**src/rtl/mips_pkg.sv**
```systemverilog
// Shared types and sizing for the MIPS memory stage.
package mips_pkg;

    localparam int unsigned XLEN            = 32;
    localparam int unsigned RW              = 5;
    localparam int unsigned TIMEOUT_DEFAULT = 16;

    typedef enum logic [1:0] {
        IDLE = 2'd0,
        WAIT = 2'd1,
        DONE = 2'd2
    } mem_state_t;

    typedef struct packed {
        logic [XLEN-1:0] aluresult;
        logic [XLEN-1:0] writedata;
        logic [RW-1:0]   writereg;
        logic            regwrite;
        logic            memtoreg;
        logic            memwrite;
    } ex_mem_t;

    typedef struct packed {
        logic [XLEN-1:0] readdata;
        logic [XLEN-1:0] aluresult;
        logic [RW-1:0]   writereg;
        logic            regwrite;
        logic            memtoreg;
        logic            memfault;
    } mem_wb_t;

    // Counter width able to hold TIMEOUT-1.
    function automatic int unsigned timeout_cw(input int unsigned timeout);
        return (timeout < 2) ? 1 : $clog2(timeout);
    endfunction

endpackage

```
**src/rtl/mem_access_fsm.sv**
```systemverilog
// Data-memory access sequencer: request drive, wait counter, read buffer and fault flag.
module mem_access_fsm
    import mips_pkg::*;
#(
    parameter int unsigned TIMEOUT = TIMEOUT_DEFAULT
)
(
    input  logic            clk,
    input  logic            reset,
    input  logic            i_memop,
    input  logic            i_misaligned,
    input  logic            i_stall_m,
    input  logic            i_ack,
    input  logic [XLEN-1:0] i_rdata,
    output logic            o_req_c,
    output logic            o_stall_c,
    output logic            o_fault_c,
    output logic            o_done_c,
    output logic [XLEN-1:0] o_rdata_c
);

    localparam int unsigned CW = timeout_cw(TIMEOUT);

    mem_state_t      r_state;
    mem_state_t      w_state_next;
    logic [CW-1:0]   r_cnt;
    logic [CW-1:0]   w_cnt_next;
    logic            r_fault;
    logic            w_fault_next;
    logic [XLEN-1:0] r_rbuf;
    logic [XLEN-1:0] w_rbuf_next;
    logic            w_timeout_hit;

    assign w_timeout_hit = (r_state == WAIT) && (r_cnt == CW'(TIMEOUT - 1));

    // State, wait counter, buffered load data and fault flag.
    always_ff @(posedge clk or posedge reset) begin
        if (reset) begin
            r_state <= IDLE;
            r_cnt   <= '0;
            r_fault <= 1'b0;
            r_rbuf  <= '0;
        end else begin
            r_state <= w_state_next;
            r_cnt   <= w_cnt_next;
            r_fault <= w_fault_next;
            r_rbuf  <= w_rbuf_next;
        end
    end

    // Next state, counter update, and combinational request/stall/fault drive.
    always_comb begin
        w_state_next = r_state;
        w_cnt_next   = r_cnt;
        w_fault_next = r_fault;
        w_rbuf_next  = r_rbuf;
        o_req_c      = 1'b0;
        o_stall_c    = 1'b0;
        o_fault_c    = 1'b0;
        o_done_c     = 1'b0;
        o_rdata_c    = '0;
        case (r_state)
            IDLE: begin
                w_cnt_next = '0;
                if (i_memop && !i_misaligned) begin
                    o_req_c = 1'b1;
                    if (i_ack) begin
                        o_rdata_c = i_rdata;
                        if (i_stall_m) begin
                            w_state_next = DONE;
                            w_rbuf_next  = i_rdata;
                            w_fault_next = 1'b0;
                        end
                    end else begin
                        o_stall_c    = 1'b1;
                        w_state_next = WAIT;
                        // The IDLE request cycle counts as the first wait cycle.
                        w_cnt_next   = CW'(1);
                    end
                end else if (i_misaligned) begin
                    o_fault_c = 1'b1;
                end
            end
            WAIT: begin
                if (w_timeout_hit) begin
                    o_fault_c    = 1'b1;
                    w_fault_next = 1'b1;
                    w_state_next = i_stall_m ? DONE : IDLE;
                end else begin
                    o_req_c    = 1'b1;
                    w_cnt_next = r_cnt + CW'(1);
                    if (i_ack) begin
                        o_rdata_c    = i_rdata;
                        w_rbuf_next  = i_rdata;
                        w_fault_next = 1'b0;
                        w_state_next = i_stall_m ? DONE : IDLE;
                    end else begin
                        o_stall_c = 1'b1;
                    end
                end
            end
            DONE: begin
                // Access already finished; never re-issue, just replay the result.
                o_done_c  = 1'b1;
                o_rdata_c = r_rbuf;
                o_fault_c = r_fault;
                if (!i_stall_m) begin
                    w_state_next = IDLE;
                end
            end
            default: begin
                w_state_next = IDLE;
            end
        endcase
    end

endmodule

```
**src/rtl/stage_memory.sv**
```systemverilog
// MIPS memory stage: EX/MEM and MEM/WB pipeline registers around the data-memory sequencer.
module stage_memory
    import mips_pkg::*;
#(
    parameter int unsigned TIMEOUT = TIMEOUT_DEFAULT,
    parameter int unsigned AW      = 32
)
(
    input  logic          clk,
    input  logic          reset,
    input  logic [31:0]   aluresult_E,
    input  logic [31:0]   writedata_E,
    input  logic [4:0]    writereg_E,
    input  logic          regwrite_E,
    input  logic          memtoreg_E,
    input  logic          memwrite_E,
    input  logic          stall_M,
    input  logic          flush_M,
    output logic [31:0]   aluresult_MEM,
    output logic [4:0]    writereg_M,
    output logic          regwrite_M,
    output logic          stall_mem,
    output logic          dmem_req,
    output logic          dmem_we,
    output logic [AW-1:0] dmem_addr,
    output logic [31:0]   dmem_wdata,
    input  logic          dmem_ack,
    input  logic [31:0]   dmem_rdata,
    output logic [31:0]   readdata_W,
    output logic [31:0]   aluresult_W,
    output logic [4:0]    writereg_W,
    output logic          regwrite_W,
    output logic          memtoreg_W,
    output logic          memfault_W
);

    ex_mem_t         r_exmem;
    mem_wb_t         r_memwb;
    ex_mem_t         w_exmem_in;
    logic            w_memop;
    logic            w_misaligned;
    logic            w_adv;
    logic            w_wb_bubble;
    logic            w_req;
    logic            w_stall;
    logic            w_fault;
    logic            w_done;
    logic [XLEN-1:0] w_rdata;

    assign w_exmem_in = '{aluresult: aluresult_E, writedata: writedata_E,
                          writereg: writereg_E, regwrite: regwrite_E,
                          memtoreg: memtoreg_E, memwrite: memwrite_E};

    assign w_memop      = r_exmem.memtoreg | r_exmem.memwrite;
    assign w_misaligned = w_memop & (r_exmem.aluresult[1:0] != 2'b00);
    assign w_adv        = !stall_M && !w_stall;
    assign w_wb_bubble  = w_stall || stall_M || (w_done && !w_adv);

    mem_access_fsm #(
        .TIMEOUT (TIMEOUT)
    ) u_fsm (
        .clk          (clk),
        .reset        (reset),
        .i_memop      (w_memop),
        .i_misaligned (w_misaligned),
        .i_stall_m    (stall_M),
        .i_ack        (dmem_ack),
        .i_rdata      (dmem_rdata),
        .o_req_c      (w_req),
        .o_stall_c    (w_stall),
        .o_fault_c    (w_fault),
        .o_done_c     (w_done),
        .o_rdata_c    (w_rdata)
    );

    // EX/MEM: advance on adv (bubble on flush); hold otherwise, flush included.
    always_ff @(posedge clk or posedge reset) begin
        if (reset) begin
            r_exmem <= '0;
        end else if (w_adv) begin
            r_exmem <= flush_M ? '0 : w_exmem_in;
        end
    end

    // MEM/WB: bubble while the access or downstream is stalled; faults kill regwrite.
    always_ff @(posedge clk or posedge reset) begin
        if (reset) begin
            r_memwb <= '0;
        end else if (w_wb_bubble) begin
            r_memwb <= '0;
        end else begin
            r_memwb <= '{readdata: w_rdata, aluresult: r_exmem.aluresult,
                         writereg: r_exmem.writereg,
                         regwrite: r_exmem.regwrite & !w_fault,
                         memtoreg: r_exmem.memtoreg, memfault: w_fault};
        end
    end

    assign aluresult_MEM = r_exmem.aluresult;
    assign writereg_M    = r_exmem.writereg;
    assign regwrite_M    = r_exmem.regwrite;
    assign stall_mem     = w_stall;
    assign dmem_req      = w_req;
    assign dmem_we       = w_req & r_exmem.memwrite;
    assign dmem_addr     = {r_exmem.aluresult[AW-1:2], 2'b00};
    assign dmem_wdata    = r_exmem.writedata;

    assign readdata_W    = r_memwb.readdata;
    assign aluresult_W   = r_memwb.aluresult;
    assign writereg_W    = r_memwb.writereg;
    assign regwrite_W    = r_memwb.regwrite;
    assign memtoreg_W    = r_memwb.memtoreg;
    assign memfault_W    = r_memwb.memfault;

endmodule

```
**config.mk**
```make
export PLATFORM = sky130hd
export DESIGN_NAME = stage_memory
export DESIGN_NICKNAME = d
export VERILOG_FILES = /design/src/rtl/mips_pkg.sv /design/src/rtl/mem_access_fsm.sv /design/src/rtl/stage_memory.sv
export SDC_FILE = /design/constraint.sdc
export NUM_CORES = 1
export LEC_CHECK = 0
export BUFFER_PORTS_ARGS = -buffer_cell sky130_fd_sc_hd__buf_2
export CORE_MARGIN = 8
export CORE_UTILIZATION = 40
export DETAILED_ROUTE_END_ITERATION = 8
export GPL_TIMING_DRIVEN = 1
export PLACE_DENSITY_LB_ADDON = 0.08
export SLEW_MARGIN = 20
export SYNTH_ARGS = -nofsm -noshare
export SYNTH_HDL_FRONTEND = slang
export SYNTH_HIERARCHICAL = 1
export SYNTH_SLANG_ARGS = --single-unit
export TNS_END_PERCENT = 50
```
**constraint.sdc**
```tcl
create_clock -name clk -period 14.1 [get_ports clk]
set_input_delay 2.82 -clock clk [delete_from_list [all_inputs] [get_ports clk]]
set_output_delay 2.82 -clock clk [all_outputs]
set_load 0.005 [all_outputs]
```
==> impl_metrics.ini, run 1 <==
[timing]
setup_viol_count_final = 0
tns_ns = 0
hold_viol_final = 0
rsz0062_at_grt = false
fin_crit_sh_pct = 45.90
slew_headroom_pct = 30.75
slew_viol_final = 0
timing.final.crit_period_ns = 6.472
setup_ws_ns = 7.628
fmax_mhz = 154.5
skew_ns = 0.01340
tightest_slew_ns = 1.036

[worst_setup_path]
worstSetupStartpoint = dmem_ack
crit_path_end = stall_mem
crit_arrival_ns = 3.65
critPathKind = in -> out
cp.required_ns = 11.28
cp_max_fo = 38
start_kind = input pin
r2r_start = r_exmem[1]
r2r-end = writereg_M[0]
reg2reg_depth = 9
endpoint_kind = primary output
ff2ff_setup_slack_ns = 10.14

[cts]
cts_max_level = 4
clock-root-buffer = clkbuf_16
clockBufferDepth = 2
cts_buffers = 17
cts_tree = done
cts.sinks = 183
clk_latency_ns = 0.44
cts-resized-gates = 0
path_clk_slew_ns = 0.07
cts_setup_buffers = 0
postCtsHoldBufs = 0

[yosys]
syn_area_sq_mm = 0.008599
synth_top_flop_cell = dfrtp_1
ys_seq_area_share_pct = 53.25
ys_seq_elements = 183
synth_cells = 808
ys_types = 40
yosysTopAreaCell = dfrtp_1
synthArstFlopShare_pct = 100.0
netlist.area_leader.share_pct = 53.25
synthTopCellsByArea = dfrtp_1 (53%), buf_4 (9.0%), o21ai_0 (5.5%), nand2b_1 (5.5%), mux2_4 (5.4%)
ys_warn_count = 6
synth.most_common_cell = dfrtp_1
synthTopCellsByCount = dfrtp_1 (183), buf_4 (103), o21ai_0 (95)
avgSynthCellArea_sq_um = 10.64
synth_edf_count = 0

[routing]
drc = 0
via_per_inst = 4.779
wire_per_inst_um = 18.42
postRouteAntennaNets = 0
via_count = 5978
dr.pass1.iters = 4
wirelength_mm = 23.05
drt_iter0_drc = 310

[floorplan]
fp.dieW_um = 162.6
ioPinCount = 286
initial_core_util_pct = 40.78
die_area_sq_mm = 0.02645
coreArea_sq_mm = 0.02109
die_height_um = 162.6
std_cell_rows = 53

[placement]
port_buffers = 283
place_inst = 1217
place_hpwl_mm = 15.08
dp_worst_setup_slack_ns = 7.596
place_area_sq_mm = 0.009325
routabilityCongestion = 0.7404

[global_routing]
grt_antenna_before_repair = 2
grt_first_pass_wirelength_mm = 36.40
gr-total-overflow = 0
grt_max_degree = 83
grt_pass1_vias = 6129
gr-usage-all-layers_pct = 17.37

[finish]
instances_no_fill = 1251
nFillCells = 2112
area_delta_synth_final_pct = 15.29
layout-drive-gt1-share_pct = 38.19
stdcell_area_sq_mm = 0.009915
final_nets = 1071

[power_and_ir_drop]
cellInternalPower_mw = 1.121
pwr-share-clk_pct = 28.3
leakage_nw = 5.140
powerDensity_mw_per_mm2 = 168.0
combPwrFrac_pct = 28.1
p_total_mw = 1.665
swShare_pct = 32.69
switching_power_uw = 544.4
power_frac_seq_pct = 43.6
ir_worst_vdd_mv = 0.1002

[hold_path]
hold_class = reg -> reg

[run]
drv_cap = 0

[outcome]
outcome = finished, final reports clean
cells in the final DEF (no fill, tap or decap), drive strengths merged, types with 3 or more instances in the layout:
master / netlist / layout
buf: 124 / 292
dfrtp: 183 / 183
o21ai: 182 / 182
nand2b: 75 / 75
and2: 73 / 73
nand3: 35 / 35
nand2: 34 / 34
mux2: 33 / 33
clkbuf: 35 / 19
inv: 6 / 14
a21oi: 4 / 4
nor2: 4 / 4
clkinv: 0 / 3
layout make-up:
class                           count  area (sq um)  area share, %
Antenna cell                        2         5.005        0.05048
Clock buffer                       19         452.9          4.568
Clock inverter                     13         131.4          1.325
Inverter                            6         27.53         0.2776
Multi-Input combinational cell    461          2890          29.15
Sequential cell                   183          4579          46.19
Tap cell                          275         344.1          3.470
Timing Repair Buffer              292          1484          14.97
critical path, stage by stage:
cell	delay, ns
buf_2	0.60
nor2_4	0.07
buf_2	0.16
power groups by stage:
stage | combinational [mW] | clock, mW | sequential, mW
after CTS | 0.481 | 0.487 | 0.727
after detailed placement | 0.479 | 0 | 0.736
final | 0.467 | 0.472 | 0.726
after global routing | 0.519 | 0.508 | 0.746
after floorplan | 0.395 | 0 | 0.718
after global placement | 0.475 | 0 | 0.733
through the flow:
stage	utilization [%]	hold slack (ns)
6_report	47.02	0.4935
5_1_grt	47.02	0.5209
4_1_cts	46.99	0.4958
3_5_place_dp	44.22	0.4795
3_3_place_gp	44.22	0.4703
2_1_floorplan	-	0.4618
flip-flops by register name, summed over array words and instances, names as in the netlist:
signal / cells
memfault_W: 1
u_fsm/r_rbuf: 32
writereg_W: 5
aluresult_MEM: 32
memtoreg_W: 1
aluresult_W: 32
u_fsm/r_cnt: 4
u_fsm/r_fault: 1
readdata_W: 32
r_exmem: 2
dmem_wdata: 32
regwrite_M: 1
writereg_M: 5
regwrite_W: 1
u_fsm/r_state: 2
routing by layer:
layer	vias up	global-route usage [%]	routed length (um)
met5	-	0	0
met4	0	4.712	291
met3	17	5.131	1609
met2	194	27.88	11070
met1	2894	22.52	10080
li1	2873	-	-
cells by family (layout without fill, tap and decap cells):
kind of cell | after synthesis | after routing | synth area share [%]
compound gates | 193 | 193 | 11.71
simple gates | 231 | 231 | 15.70
mux | 34 | 34 | 5.791
other cells | 1 | 4 | 0.04361
buf+inv | 165 | 330 | 13.36
fa+ha+maj | 1 | 1 | 0.1455
flops | 183 | 183 | 53.25
worst min-delay path by stage:
| stage | slack, ns | depth (start not counted) | startpoint | end |
|---|---|---|---|---|
| after floorplan | 0.46 | 1 | r_exmem[1] | memtoreg_W |
| after global placement | 0.47 | 1 | u_fsm/r_fault | u_fsm/r_fault |
| after detailed placement | 0.48 | 1 | writereg_M[4] | writereg_W[4] |
| after CTS | 0.50 | 1 | writereg_M[4] | writereg_W[4] |
| after global routing | 0.52 | 1 | u_fsm/r_rbuf[8] | u_fsm/r_rbuf[8] |
| final | 0.49 | 1 | writereg_M[4] | writereg_W[4] |
No activity file was read; power rests on OpenSTA's default activity.
==> inputs of run 2 (changes only) <==
- ABC_AREA: not set -> 1
- clock period: 14.1 -> 6.71 ns (I/O delays scaled with it)
==> impl_metrics.ini, run 2 <==
[finish]
nFillCells = 2423
final_core_util_pct = 46.21
final_cell_mix = nand2_1 (336), buf_2 (283), inv_1 (184), dfrtp_1 (183), nor2_1 (149)
area_delta_synth_final_pct = 14.66
layout-drive-gt1-share_pct = 26.70
final_common_cell = nand2_1
final_nets = 1470

[floorplan]
coreArea_sq_mm = 0.02319
std_cell_rows = 56
initial_core_util_pct = 40.30
ioPinCount = 286
die_area_sq_mm = 0.02851
die_height_um = 168.9
fp.dieW_um = 168.9

[hold_path]
hold_class = reg -> reg

[yosys]
netlist.area_leader.share_pct = 49.00
synthTopCellsByArea = dfrtp_1 (49%), nand2_1 (13%), buf_4 (8.8%), inv_1 (7.5%), nand3_1 (7.2%)
ys_warn_count = 6
synthTopCellsByCount = nand2_1 (336), inv_1 (187), dfrtp_1 (183)
synth_cells = 1212
yosysTopAreaCell = dfrtp_1
ys_seq_elements = 183
synth.most_common_cell = nand2_1
avgSynthCellArea_sq_um = 7.712
ys_seq_area_share_pct = 49.00
synthArstFlopShare_pct = 100.0
synth_edf_count = 0
ys_types = 27
synth_top_flop_cell = dfrtp_1
syn_area_sq_mm = 0.009346

[timing]
fin_crit_sh_pct = 62.24
tightest_slew_ns = 1.064
timing.final.crit_period_ns = 4.176
slew_viol_final = 0
slew_headroom_pct = 28.65
hold_viol_final = 0
skew_ns = 0.01360
rsz0062_at_grt = false
tns_ns = 0
fmax_mhz = 239.4
setup_viol_count_final = 0

[global_routing]
grt_max_degree = 100
grt_first_pass_wirelength_mm = 41.81
grt_pass1_vias = 7634
gr-usage-all-layers_pct = 18.49
grt_antenna_before_repair = 4
gr-total-overflow = 0

[worst_setup_path]
start_kind = input pin
slowest_delay_ns = 0.57
crit_arrival_ns = 2.83
cp_max_fo = 38
cp.required_ns = 5.37
cp_num_buf_inv = 3
endpoint_kind = primary output
critPathKind = in -> out
cp_cell_sequence = buf_2 -> inv_1 -> nand3_1 -> o31ai_1 -> buf_2
crit_top_cell = buf_2
path_delay_family = buffers and inverters
cp_slowest_cell = buf_2

[cts]
cts_buffers = 17
path_clk_slew_ns = 0.07
clockBufferDepth = 2
cts.sinks = 183
postCtsHoldBufs = 0
cts-resized-gates = 0
cts_max_level = 4
cts_tree = done
clk_latency_ns = 0.43
cts_setup_buffers = 0
clock-root-buffer = clkbuf_16

[placement]
port_buffers = 283
place_hpwl_mm = 17.03
routabilityCongestion = 0.7781

[routing]
drt_iter0_drc = 676
drc = 0
via_per_inst = 4.481
wirelength_mm = 25.91
postRouteAntennaNets = 0
wire_per_inst_um = 15.31
via_count = 7582
dr.pass1.iters = 5

[outcome]
outcome = finished, final reports clean

[power_and_ir_drop]
ir_worst_vdd_mv = 0.1501
powerDensity_mw_per_mm2 = 357.8
leakage_nw = 6.511

[run]
drv_cap = 0
-- run 2: worst paths after layout --
check                                 start                end  slack [ns]  cells after the start
max                                dmem_ack          stall_mem        2.53                      5
min                        u_fsm/r_rbuf[30]   u_fsm/r_rbuf[30]        0.47                      2
max reg2reg                u_fsm/r_state[1]  aluresult_MEM[21]        3.00                      8
min reg2reg                u_fsm/r_rbuf[30]   u_fsm/r_rbuf[30]        0.47                      2
max in group asynchronous             reset  aluresult_MEM[18]        4.27                      3
min in group asynchronous             reset      dmem_wdata[5]        1.09                      2
-- run 2: where the power goes --
group | switching [mW] | total (mW) | internal (mW) | leakage, nW
registers | 0.188 | 1.57 | 1.38 | 2.42
logic | 0.768 | 1.20 | 0.430 | 3.79
clock network | 0.453 | 1.06 | 0.612 | 0.299
total | 1.41 | 3.83 | 2.43 | 6.51
-- run 2: metrics by stage --
step / cell area, sq um / instances / hold slack [ns] / setup WS, ns / power (mW)
3_3_place_gp: 10070 / 1659 / 0.4560 / 2.372 / 2.800
6_report: 10720 / 1692 / 0.4747 / 2.534 / 3.835
2_1_floorplan: 9350 / 1213 / 0.4420 / 1.502 / 2.543
4_1_cts: 10680 / 1689 / 0.4785 / 2.488 / 3.892
3_5_place_dp: 10070 / 1659 / 0.4593 / 2.311 / 2.809
5_1_grt: 10720 / 1692 / 0.4860 / 2.383 / 4.125
-- run 2: kinds of logic after synthesis --
kind of cell | count (synthesis) | synth area share [%]
compound gates | 11 | 0.6424
buf+inv | 352 | 19.85
fa+ha+maj | 1 | 0.1338
other cells | 1 | 0.04012
simple gates | 664 | 30.33
flops | 183 | 49.00
-- run 2: routing by layer --
metal | vias up | share of wire (%) | global-route usage [%] | wire length [um]
li1 | 3779 | - | - | -
met1 | 3537 | 44 | 23.04 | 11480
met2 | 234 | 47 | 30.97 | 12250
met3 | 30 | 6.9 | 4.729 | 1776
met4 | 2 | 1.5 | 5.745 | 385
met5 | - | 0.035 | 0 | 9
-- run 2: final cells by class --
class | instances | area [sq um] | area share (%)
flip-flops and latches | 183 | 4579 | 42.73
multi-input cells | 678 | 2924 | 27.29
repair buffers | 288 | 1466 | 13.68
inverters | 192 | 728.2 | 6.795
clock buffers | 19 | 452.9 | 4.227
well taps | 319 | 399.1 | 3.724
clock inverters | 11 | 161.4 | 1.506
diodes | 2 | 5.005 | 0.04670
-- run 2: worst min-delay path, delay by kind of cell, from the launching register on --
family,cells,cell delay [ns]
AND/OR/NAND/NOR,2,0.09
flip-flops,1,0.35
==> inputs of run 3 (changes only) <==
- ABC_AREA: 1 -> 0
- clock period: 6.71 -> 3.6 ns (I/O delays scaled with it)
==> impl_metrics.ini, run 3 (synthesis results as in run 1) <==
[finish]
layout-drive-gt1-share_pct = 38.20
final_nets = 1076
area_delta_synth_final_pct = 15.92
final_common_cell = buf_2
final_cell_mix = buf_2 (283), dfrtp_1 (183), o21ai_0 (95), o21ai_1 (87), nand2b_1 (75)
final_core_util_pct = 47.27
instances_no_fill = 1255
nFillCells = 2053
stdcell_area_sq_mm = 0.009968

[hold_path]
hold_class = in -> async

[global_routing]
gr-total-overflow = 0
globalRouteMet3Util_pct = 4.727
use_met1_pct = 22.06
grt_pass1_vias = 6142
met2_usage_pct = 27.97
grt_max_degree = 74
gr-usage-all-layers_pct = 17.23
grt_antenna_before_repair = 2
grt_busiest_layer = met2
grt_first_pass_wirelength_mm = 35.79

[floorplan]
die_area_sq_mm = 0.02645
initial_core_util_pct = 40.78
die_height_um = 162.6
fp.dieW_um = 162.6
coreArea_sq_mm = 0.02109
std_cell_rows = 53
ioPinCount = 286

[placement]
routabilityCongestion = 0.7475
place_hpwl_mm = 15.28
port_buffers = 283
dp_worst_setup_slack_ns = 0.8749
place_inst = 1221
place_area_sq_mm = 0.009392

[timing]
worst_hold_slack_ns = 0.2741
slew_headroom_pct = 31.35
tns_ns = 0
fmax_mhz = 318.0
slew_viol_final = 0
skew_ns = 0.01336
rsz0062_at_grt = false
fin_crit_sh_pct = 87.35
setup_ws_ns = 0.4555
setup_viol_count_final = 0
timing.final.crit_period_ns = 3.144
tightest_slew_ns = 1.030
hold_viol_final = 0

[cts]
clock-root-buffer = clkbuf_16
cts_setup_buffers = 0
path_clk_slew_ns = 0.07
clockBufferDepth = 2
cts_tree = done
cts.sinks = 183
postCtsHoldBufs = 0
cts_max_level = 4
cts-resized-gates = 0
cts_buffers = 17
clk_latency_ns = 0.42

[routing]
via_per_inst = 4.781
via_count = 6000
drc = 0
wire_per_inst_um = 18.30
postRouteAntennaNets = 0
drt_iter0_drc = 329
dr.pass1.iters = 4
wirelength_mm = 22.97

[outcome]
outcome = finished, final reports clean

[worst_setup_path]
critPathKind = reg -> out
cp.required_ns = 2.88
cp_max_fo = 34
start_kind = flip-flop
endpoint_kind = primary output
crit_arrival_ns = 2.42

[power_and_ir_drop]
ir_worst_vdd_mv = 0.3524
leakage_nw = 5.150
powerDensity_mw_per_mm2 = 650.9
p_total_mw = 6.488

[run]
drv_cap = 0
[run 3: worst paths after layout]
check	from	endpoint	slack, ns	depth (start not counted)
min in group clk	r_exmem[1]	memtoreg_W	0.49	1
setup / recovery	r_exmem[1]	dmem_we	0.46	8
max in group asynchronous	reset	u_fsm/r_cnt[3]	2.60	3
hold reg to reg	r_exmem[1]	memtoreg_W	0.49	1
hold / removal	reset	u_fsm/r_rbuf[2]	0.27	2
setup reg to reg	r_exmem[1]	readdata_W[8]	1.09	8
[run 3: cell type report]
class | instances | area (sq um) | area share (%)
antenna | 1 | 2.502 | 0.02510
timing repair buffer | 297 | 1572 | 15.77
tap | 275 | 344.1 | 3.452
sequential | 183 | 4579 | 45.94
clock inverter | 12 | 117.6 | 1.180
clock buffer | 20 | 436.7 | 4.381
inverter | 6 | 26.28 | 0.2636
multi-input combinational | 461 | 2890 | 28.99
[run 3: power breakdown]
| part | total (mW) | internal, mW | switching [mW] |
|---|---|---|---|
| sequential | 2.84 | 2.55 | 0.291 |
| clock | 1.79 | 0.966 | 0.822 |
| combinational | 1.86 | 0.903 | 0.953 |
| total | 6.49 | 4.42 | 2.07 |
[run 3: worst max-delay path, stage by stage, from the launching register on]
cell and delay (ns):
dfrtp_1 0.38, or2_2 0.34, o21a_1 0.15, nor4b_1 0.47, a21oi_4 0.07, buf_4 0.27
inv_1 0.11, and2_1 0.12, buf_2 0.10
[run 3: metal layers]
metal	vias to the layer above	wire [um]
met3	18	1569
met5	-	13
li1	2876	-
met4	2	291
met1	2922	9951
met2	182	11140
